**config.mk**
```make
export PLATFORM = sky130hd
export DESIGN_NAME = pc_stack_unit
export DESIGN_NICKNAME = d
export VERILOG_FILES = /design/src/rtl/pc_stack_unit.sv
export SDC_FILE = /design/constraint.sdc
export NUM_CORES = 1
export LEC_CHECK = 0
export CAP_MARGIN = 20
export CORE_MARGIN = 2
export CORE_UTILIZATION = 59
export DETAILED_ROUTE_END_ITERATION = 7
export MAX_ROUTING_LAYER = met4
export PLACE_DENSITY = 0.8
export SLEW_MARGIN = 10
export SYNTH_ARGS = -nofsm -noshare
export SYNTH_HDL_FRONTEND = slang
export SYNTH_SLANG_ARGS = --single-unit
```
**constraint.sdc**
```tcl
create_clock -name CLK -period 4.1 [get_ports CLK]
set_input_delay 0.615 -clock CLK [delete_from_list [all_inputs] [get_ports CLK]]
set_output_delay 0.615 -clock CLK [all_outputs]
set_load 0.01 [all_outputs]
```
**src/rtl/pc_stack_unit.sv**
```systemverilog
// pc_stack_unit: program counter plus hardware call/return stack.
// Each non-stalled edge consumes the decoded control bits (ret > Call >
// JMP > PCpp > hold) and computes the next fetch address. The return
// stack holds PC+1 of every Call. Underflow and overflow are recorded in
// sticky flags, and a cycle with no control asserted raises HALT.
// All outputs come straight from registers.

module pc_stack_unit #(
  parameter int              AW       = 16,
  parameter int              DEPTH    = 8,
  parameter logic [AW-1:0]   RESET_PC = '0
) (
  input  logic                     CLK,
  input  logic                     RST,
  input  logic                     STALL,
  input  logic                     PCpp,
  input  logic                     JMP,
  input  logic                     ret,
  input  logic                     Call,
  input  logic [AW-1:0]            TARGET,
  output logic [AW-1:0]            PC,
  output logic [$clog2(DEPTH):0]   SP,
  output logic                     STK_OVF,
  output logic                     STK_UNF,
  output logic                     HALT
);

  // Pointer width that indexes the stack array. SP carries one extra bit
  // so that it can represent the full count 0..DEPTH.
  localparam int PW = $clog2(DEPTH);

  localparam logic [PW:0] SP_FULL = (PW+1)'(DEPTH);
  localparam logic [PW:0] SP_ONE  = (PW+1)'(1);

  // Resolved operation for this cycle after priority has been applied.
  typedef enum logic [2:0] {
    OP_HOLD,
    OP_INC,
    OP_JMP,
    OP_CALL,
    OP_RET
  } op_e;

  op_e            op;

  logic [AW-1:0]  pc_inc;
  logic [AW-1:0]  stack_top;
  logic [PW-1:0]  push_idx;
  logic [PW-1:0]  pop_idx;
  logic           stk_full;
  logic           stk_empty;

  logic [AW-1:0]  pc_next;
  logic [PW:0]    sp_next;
  logic           ovf_next;
  logic           unf_next;
  logic           halt_next;
  logic           push;

  logic [AW-1:0]  stack_mem [DEPTH];

  // PC+1 wraps modulo 2^AW. The same value is pushed as the return address.
  assign pc_inc    = PC + AW'(1);

  // The next free slot is SP. The top valid entry is SP-1. Both are taken
  // modulo DEPTH. The out-of-range values (SP==DEPTH for the push, SP==0
  // for the pop) are never used because the full/empty checks block them.
  assign push_idx  = SP[PW-1:0];
  assign pop_idx   = PW'(SP - SP_ONE);
  assign stack_top = stack_mem[pop_idx];

  assign stk_full  = (SP == SP_FULL);
  assign stk_empty = (SP == '0);

  // Priority decode of the control bits into a single operation.
  // NOTE: every signal assigned in a combinational block gets a default at
  // the top, so no path leaves it unassigned and no latch is inferred.
  always_comb begin
    op = OP_HOLD;
    if (ret) begin
      op = OP_RET;
    end else if (Call) begin
      op = OP_CALL;
    end else if (JMP) begin
      op = OP_JMP;
    end else if (PCpp) begin
      op = OP_INC;
    end
  end

  // Next-state computation for PC, SP, the sticky flags and the push strobe.
  always_comb begin
    pc_next   = PC;
    sp_next   = SP;
    ovf_next  = STK_OVF;
    unf_next  = STK_UNF;
    push      = 1'b0;
    halt_next = (op == OP_HOLD);

    case (op)
      OP_RET: begin
        if (stk_empty) begin
          // Returning with nothing on the stack restarts the program and
          // records the fault. SP stays at zero.
          pc_next  = RESET_PC;
          unf_next = 1'b1;
        end else begin
          pc_next = stack_top;
          sp_next = SP - SP_ONE;
        end
      end
      OP_CALL: begin
        // The jump is always taken. Only the push is dropped when full.
        pc_next = TARGET;
        if (stk_full) begin
          ovf_next = 1'b1;
        end else begin
          push    = 1'b1;
          sp_next = SP + SP_ONE;
        end
      end
      OP_JMP: begin
        pc_next = TARGET;
      end
      OP_INC: begin
        pc_next = pc_inc;
      end
      default: begin
        // OP_HOLD: PC holds. halt_next was already set above.
      end
    endcase
  end

  // Architectural registers. Reset overrides the stall and every control bit.
  // NOTE: sequential state uses non-blocking assignments, so all registers
  // update together from values sampled before the edge.
  always_ff @(posedge CLK) begin
    if (RST) begin
      PC      <= RESET_PC;
      SP      <= '0;
      STK_OVF <= 1'b0;
      STK_UNF <= 1'b0;
      HALT    <= 1'b0;
    end else if (!STALL) begin
      PC      <= pc_next;
      SP      <= sp_next;
      STK_OVF <= ovf_next;
      STK_UNF <= unf_next;
      HALT    <= halt_next;
    end
  end

  // Return-stack storage. Writes are blocked while reset or stall is active.
  // NOTE: the array itself is not reset. Clearing SP is enough, because only
  // entries below SP are ever read. This keeps the array mappable to RAM.
  always_ff @(posedge CLK) begin
    if (!RST && !STALL && push) begin
      stack_mem[push_idx] <= pc_inc;
    end
  end

endmodule

```
# Word-level counts from Yosys, hierarchy flattened
# Memories as Yosys holds them, arrays and structs flattened.
# Index checks and enable logic that the tools add are counted.
# totals
register_bits	23
ram_bits	128
input_bits	23
out_inout_bits	23
elab_cells	43
memories	1
# op_classes
addsub	3
eq_ne	7
mux	13
n_bitwise	1
n_reduce_logical	13
# mem_list
memory	words	word_bits	read_ports	rd_ports_with_merged_regs	wr	line_no	text
stack_mem	8	16	1	0	1	60	logic [AW-1:0] stack_mem [DEPTH];
# op_table
op	count
case mux 16 bit (3 select lines)	1
adder 16 x 1 -> 16 bit (second input constant)	1
two-way mux 16 bit	1
two-way mux 4 bit	2
case mux 4 bit (2 select lines)	1
== test 3 x 2 -> 1 bit (second input constant)	2
AND reduction 3 bit	2
two-way mux 1 bit	5
adder 4 x 1 -> 4 bit (second input constant)	1
== test 4 bit (second input constant)	1
logical NOT 4 bit	1
two-way mux 2 bit	2
!= test 2 bit (second input constant)	2
AND reduction 4 bit	1
subtractor 4 x 1 -> 4 bit (second input constant)	1
== test 3 x 1 -> 1 bit (second input constant)	1
== test 3 bit (second input constant)	1
logical NOT 3 bit	1
two-way mux 3 bit	1
nonzero test 3 bit	1
logical AND 1 bit	2
logical NOT 1 bit	2
AND reduction 2 bit	1
nonzero test 2 bit	1
2 further kinds	2

# Logic depth before layout (Yosys ltp)
# Gate-level depths: netlist of the first run.
# depth
word_depth	9
depth_mapped	11
depth_no_buf	7

# Worst setup path before layout of the first run
# OpenSTA, ideal clock, no wires.
# synth_path
kind	register -> register
start	reg SP[0]
end	mem stack_mem[1][0] (enable)
setup_time_ns	0.409
t_arrival_ns	2.937
t_required_ns	3.691
slack_ns	0.753
stages_incl_launch_ff	9
n_path_buf	2
period_less_slack_ns	3.347
path_cell_list	dfxtp_1 -> buf_2 -> buf_2 -> inv_1 -> ha_1 -> and3_1 -> nor4_1 -> nand2_1 -> nor3_1
# synth_between
elab_chain_len	6
# synth_lines
item	line_no	text
start, declared	22	output logic [$clog2(DEPTH):0] SP,
start signal, assigned	146	SP <= sp_next;
== test 4 bit	72	assign stk_full = (SP == SP_FULL);
two-way mux 1 bit	115	if (stk_full) begin
two-way mux 1 bit	100	case (op)
logical AND 1 bit	157	if (!RST && !STALL && push) begin
two-way mux 1 bit	157	
two-way mux 1 bit (implied by the code)	158	stack_mem[push_idx] <= pc_inc;
end, declared	60	
# Parallel ways exist; a longest one is shown, timed or not.

# Worst setup path after layout of the first run
# layout_path
start	reg SP[1]
end	reg PC[15]
# layout_between
elab_chain_len	4
elab_cells_between_ends	5
cone_classes	1 x add/sub; 2 x mux; 1 x reduce/logical; 1 x memory
# layout_lines
item	line_no	text
subtractor 4 x 1 -> 4 bit	n/a	
memory (8 x 16 bit)	n/a	
two-way mux 16 bit (*)	102	if (stk_empty) begin
case mux 16 bit (3 select lines) (*)	100	
end signal, assigned	145	PC <= pc_next;
end, declared	21	output logic [AW-1:0] PC,
# Every way passes the cells marked *; elsewhere a longest branch is shown, timed or not.
# A chain may end at the register's enable or synchronous reset.

==> results.yml, run 1 <==
grt:
  grt_use_met1_pct: 42.8
  gr-usage-met3_pct: 5.87
  grt_util_met2_pct: 46.5
  grt_max_degree: 29
  grt_pass1_vias: 4314
  overflow: 0
  grtUsageTotal_pct: 30.8
  grt_antenna_before_repair: 0
  grt_pass1_wl_um: 25300
  grt-busiest-layer: "met2"
synthesis:
  ys_ff_latch: 151
  synth.distinct_cells: 54
  syn_nets: 492
  synth_warnings: 0
  async_reset_ff_share_pct: 0
  ys_seq_area_share_pct: 65.5
  synth_edf_count: 128
  yosys.area.top_type_share_pct: 58.5
  syn_avg_cell_area_um2: 14.1
  synth_area_mm2: 0.00657
  synthTopCellsByArea: "edfxtp_1 58%, dfxtp_1 7.0%, mux4_2 6.9%, nand2_1 2.9%, nor2_1 2.0%"
  syn_inst: 465
  synth_flop_cell: "edfxtp_1"
  synth_top_area_cell: "edfxtp_1"
sta:
  post-route-period-util_pct: 65.1
  relSlewSlack_pct: 37.8
  fin_crit_ps: 2670
  rsz0062_at_grt: "false"
  final-setup-viol-count: 0
  hold_viol: 0
  fmax_mhz: 375
  worst_pin_slew_ps: 928
  fin_tns_setup_ps: 0
  final-max-slew-violation-count: 0
  clock_skew_ps: 11.6
  whs_ps: 474
clock_network:
  cts-resized-gates: 0
  cts_max_level: 4
  clock-sinks: 151
  post_cts_buffers: 0
  root_buffer: "clkbuf_8"
  cts_buffers: 17
  tritoncts: "yes"
  clkTransAtPathRegs_ps: 70
  hold_buffers: 0
  clockBufferDepth: 2
  clock_latency_ps: 530
routing:
  drt-pass1-iter-count: 7
  postRouteAntennaNets: 0
  drt_wl_total_um: 16800
  drt_iter0_drc: 534
  vias: 4434
  routedWlPerCell_um: 24.9
  drc: 0
  viasPerCell: 6.59
pwr:
  leakage_nw: 2.62
  irDropWorstVdd_v: 0.000458
  power_density_mw_per_mm2: 546
placement:
  gp_congestion: 0.869
  placed_area_mm2: 0.00720
  io_buffers: 45
  place_hpwl_um: 10300
worst_setup_path:
  cp_max_fo: 24
  cp.arrival_ps: 3070
  start_kind: "flip-flop"
  crit_required_ps: 4500
  critPathKind: "reg -> reg"
  cp-end-kind: "flip-flop"
layout:
  area_delta_synth_final_pct: 18.3
  fillerInstances: 697
  drive_above_1_share_pct: 14.8
  antenna_cells: 0
  utilization_pct: 71.7
  final_area_mm2: 0.00778
  nets: 547
floorplanning:
  dieArea_mm2: 0.0120
  placementRows: 38
  num_io_pins: 46
  core_area_mm2: 0.0108
  initial_core_util_pct: 60.6
  die_y_um: 110
  die_x_um: 110
flow_run:
  max-cap-violations: 0
min_path:
  hp-class: "reg -> reg"
run_status:
  outcome: "finished, final reports clean"
==> sequential cells by signal, summed over array words and instances, names as in the netlist <==
| signal | cells |
|---|---|
| HALT | 1 |
| PC | 16 |
| SP | 4 |
| STK_OVF | 1 |
| STK_UNF | 1 |
| stack_mem | 128 |
==> final timing paths <==
kind                             from      to  slack, ps  cells past startpoint
worst min-delay path             HALT    HALT        470                      2
worst max register to register  SP[1]  PC[15]       1430                      8
worst max-delay path            SP[1]  PC[15]       1430                      8
worst min register to register   HALT    HALT        470                      2
==> cell families after synthesis <==
family,after synthesis,share of synthesized area [%]
DFF,151,65.5
and+or+nand+nor,136,9.69
AOI/OAI and AO/OA,82,8.30
muxes,36,10.1
buffers and inverters,35,2.61
xor gates and xnor gates,21,3.08
adders and majority gates,4,0.762
==> per-stage QoR <==
| step | setup slack, ps | total power, mW | cells |
|---|---|---|---|
| after detailed placement | 949 | 2.74 | 641 |
| final | 1430 | 4.24 | 673 |
| after global routing | 1260 | 4.39 | 673 |
| after global placement | 1030 | 2.72 | 641 |
| after CTS | 1420 | 4.24 | 673 |
| after floorplan | 753 | 2.46 | 465 |
==> Yosys cell counts (all sizes together) (11+ instances only) <==
master	count
buf	17
mux4	23
dfxtp	23
nor2	35
o21ai	14
nand3	13
xnor2	15
edfxtp	128
a21oi	17
nand2	51
mux2i	11
==> metal layers <==
metal  routed length [um]  vias up
met3                 1540       37
met5                    0        -
met2                 8100      278
met4                  357        0
li1                     -     1903
met1                 6750     2216
==> cells in the final DEF, fill, tap and decap left out, types with 3 or more instances in the layout <==
cell             count
edfxtp_1           128
nand2_1             51
clkdlybuf4s50_1     45
nor2_1              35
dfxtp_1             22
mux4_2              20
buf_4               18
a21oi_1             17
clkbuf_16           17
xnor2_1             15
o21ai_0             14
nand3_1             13
mux2i_1             11
a31oi_1             10
inv_1                8
nor3_1               8
a22oi_1              7
xor2_1               5
a21o_1               5
a211oi_1             5
and4_1               4
nand4_1              4
ha_1                 4
clkinv_2             4
clkinvlp_4           4
and3_1               3
a221oi_1             3
o22ai_1              3
and2_1               3
o211ai_1             3
mux4_1               3
==> power by group <==
group | switching [mW] | internal [mW] | leakage [nW]
logic | 0.543 | 0.390 | 0.989
clock network | 0.607 | 0.900 | 0.272
registers | 0.0644 | 1.74 | 1.36
==> worst max-delay path: stages (launching register included) <==
cell	delay, ps
dfxtp_1	480
inv_1	160
ha_1	300
xor2_4	410
buf_4	430
mux2i_1	270
a22oi_1	110
a31oi_1	270
a211oi_1	110
==> cell type report <==
class / count / area [um2] / area share [%]
repair buffers: 63 / 586 / 7.53
clock inverters: 12 / 128 / 1.64
clock buffers: 20 / 447 / 5.74
well taps: 140 / 175 / 2.25
multi-input cells: 279 / 2110 / 27.1
inverters: 8 / 30.0 / 0.386
flip-flops and latches: 151 / 4310 / 55.4
Power figures use the tool's default switching activity.
==> run 2, diff against run 1 <==
- CORE_UTILIZATION: 59 -> 53
- PLACE_DENSITY: 0.8 -> 0.76
- clock period: 4.1 -> 2.4 ns (I/O delays scaled with it)
==> run 2 against run 1 <==
Against the previous run: worst setup slack worse by 1300 ps; highest routed layer unchanged; worst hold slack worse by 21 ps; register-to-register slack worse by 1300 ps; wire length up 3.3%; critical path type unchanged; combinational power up 98%; largest power group unchanged; cell area up 6.9%; sequential cell count unchanged; via count up 2.4%; cell count up 8.8%; sequential power up 70%.
==> results.yml, run 2 (synthesis results as in run 1) <==
grt:
  grt_max_degree: 29
  grt_antenna_before_repair: 0
  grt_pass1_wl_um: 26100
  grtUsageTotal_pct: 28.1
  grt_pass1_vias: 4382
  overflow: 0
routing:
  route.met3.wl_um: 1540
  dr.max_layer_used: "met4"
  routedWlPerCell_um: 23.6
  met1_length_um: 7400
  drc: 0
  viasPerCell: 6.20
  postRouteAntennaNets: 0
  drt_wl_total_um: 17300
  wl_met2_um: 8040
  drt_iter0_drc: 621
  vias: 4541
  drt-pass1-iter-count: 5
floorplanning:
  initial_core_util_pct: 54.5
  die_y_um: 115
  num_io_pins: 46
  die_x_um: 115
  core_area_mm2: 0.0121
  dieArea_mm2: 0.0133
  placementRows: 40
clock_network:
  clock-sinks: 151
  clockBufferDepth: 2
  clkTransAtPathRegs_ps: 60
  tritoncts: "yes"
  cts_buffers: 17
  root_buffer: "clkbuf_16"
  clock_latency_ps: 410
  cts_max_level: 4
min_path:
  hp-class: "reg -> reg"
placement:
  place_hpwl_um: 11300
  gp_congestion: 0.862
  io_buffers: 45
layout:
  largest_reg_flops: 128
  mostFrequentLayoutCell: "edfxtp_1"
  top_regs: "stack_mem (128), PC (16), SP (4)"
  utilization_pct: 68.9
  final_cell_mix: "128 x edfxtp_1, 50 x nand2_1, 45 x clkdlybuf4s50_1"
  top_register: "stack_mem"
  area_delta_synth_final_pct: 26.5
  drive_above_1_share_pct: 21.8
  antenna_cells: 0
  nets: 578
worst_setup_path:
  cp_max_fo: 16
  cp-end-kind: "flip-flop"
  cp.arrival_ps: 2420
  cpPeakStageDelay_ps: 550
  critPathKind: "reg -> reg"
  cp_cell_sequence: "inv_1 > and3_4 > nor4_4 > nand2_1 > nor2_2 > buf_12"
  crit_required_ps: 2520
  crit_slowest_cell: "dfxtp_1"
  start_kind: "flip-flop"
sta:
  clock_skew_ps: 7.81
  post-route-period-util_pct: 95.9
  final-setup-viol-count: 0
  fmax_mhz: 435
  fin_tns_setup_ps: 0
  final-max-slew-violation-count: 0
  fin_crit_ps: 2300
  whs_ps: 453
  hold_viol: 0
  worst_pin_slew_ps: 873
  relSlewSlack_pct: 41.4
  rsz0062_at_grt: "false"
pwr:
  p_comb_share_pct: 23.6
  p_int_mw: 5.63
  irDropWorstVdd_v: 0.000507
  seq_power_share_pct: 39.1
  power_density_mw_per_mm2: 941
  p_sw_share_pct: 28.0
  p_switching_mw: 2.19
  leakage_nw: 2.83
  p_clk_share_pct: 37.3
run_status:
  outcome: "finished, final reports clean"
flow_run:
  max-cap-violations: 0
-- run 2: changes by cell type in the layout (fill, tap and decap cells not counted), sizes merged --
cell	delta
buf	+31
inv	+3
clkinv	-1
clkbuf	-2
clkinvlp	-3
bufinv	+3
-- run 2: power by group through the flow --
stage	Sequential (mW)	Clock [mW]	Combinational (mW)
after floorplan	3.12	0	1.14
after global placement	3.10	0	1.71
after detailed placement	3.11	0	1.74
after CTS	3.05	2.93	1.78
after global routing	3.06	3.04	1.95
final	3.06	2.92	1.85
-- run 2: cell type report --
type	instances	area (um2)
Tap cell	168	210
Clock buffer	18	429
Clock inverter	14	219
Timing Repair Buffer	94	922
Sequential cell	151	4310
Inverter	8	35.0
Multi-Input combinational cell	279	2190
Fill cell	761	3750
-- run 2: path summary, 6_finish.rpt --
path | startpoint | cells after the start | end | slack [ps]
setup / recovery | SP[2] | 6 | stack_mem[2][6] | 100
hold / removal | HALT | 2 | HALT | 450
setup reg to reg | SP[2] | 6 | stack_mem[2][6] | 100
hold reg to reg | HALT | 2 | HALT | 450
-- run 2: critical path, delay by kind of cell, from the launching register on --
kind	cells	cell delay, ps
buffers and inverters	2	380
DFF	1	550
and+or+nand+nor	4	1060
-- run 2: metrics by stage --
stage / cell area [um2] / instances / power (mW) / setup slack, ps
final: 8310 / 732 / 7.83 / 98.9
after global placement: 7640 / 698 / 4.81 / 39.2
after detailed placement: 7640 / 698 / 4.85 / 3.45
after CTS: 8290 / 730 / 7.76 / 7.17
after global routing: 8310 / 732 / 8.06 / 46.0
after floorplan: 6690 / 465 / 4.26 / 18.4
-- run 2: metal layers --
layer / global-route usage, % / up-vias
met5: - / -
met4: 8.43 / 0
li1: - / 1964
met2: 40.4 / 275
met1: 40.8 / 2262
met3: 5.80 / 40
-- run 2: what timing repair did --
action                                  in CTS  in global routing
setup buffers                                0                  2
resized for setup                            0                  2
hold buffers                                 0                  0
endpoints found under the setup margin       0                  5
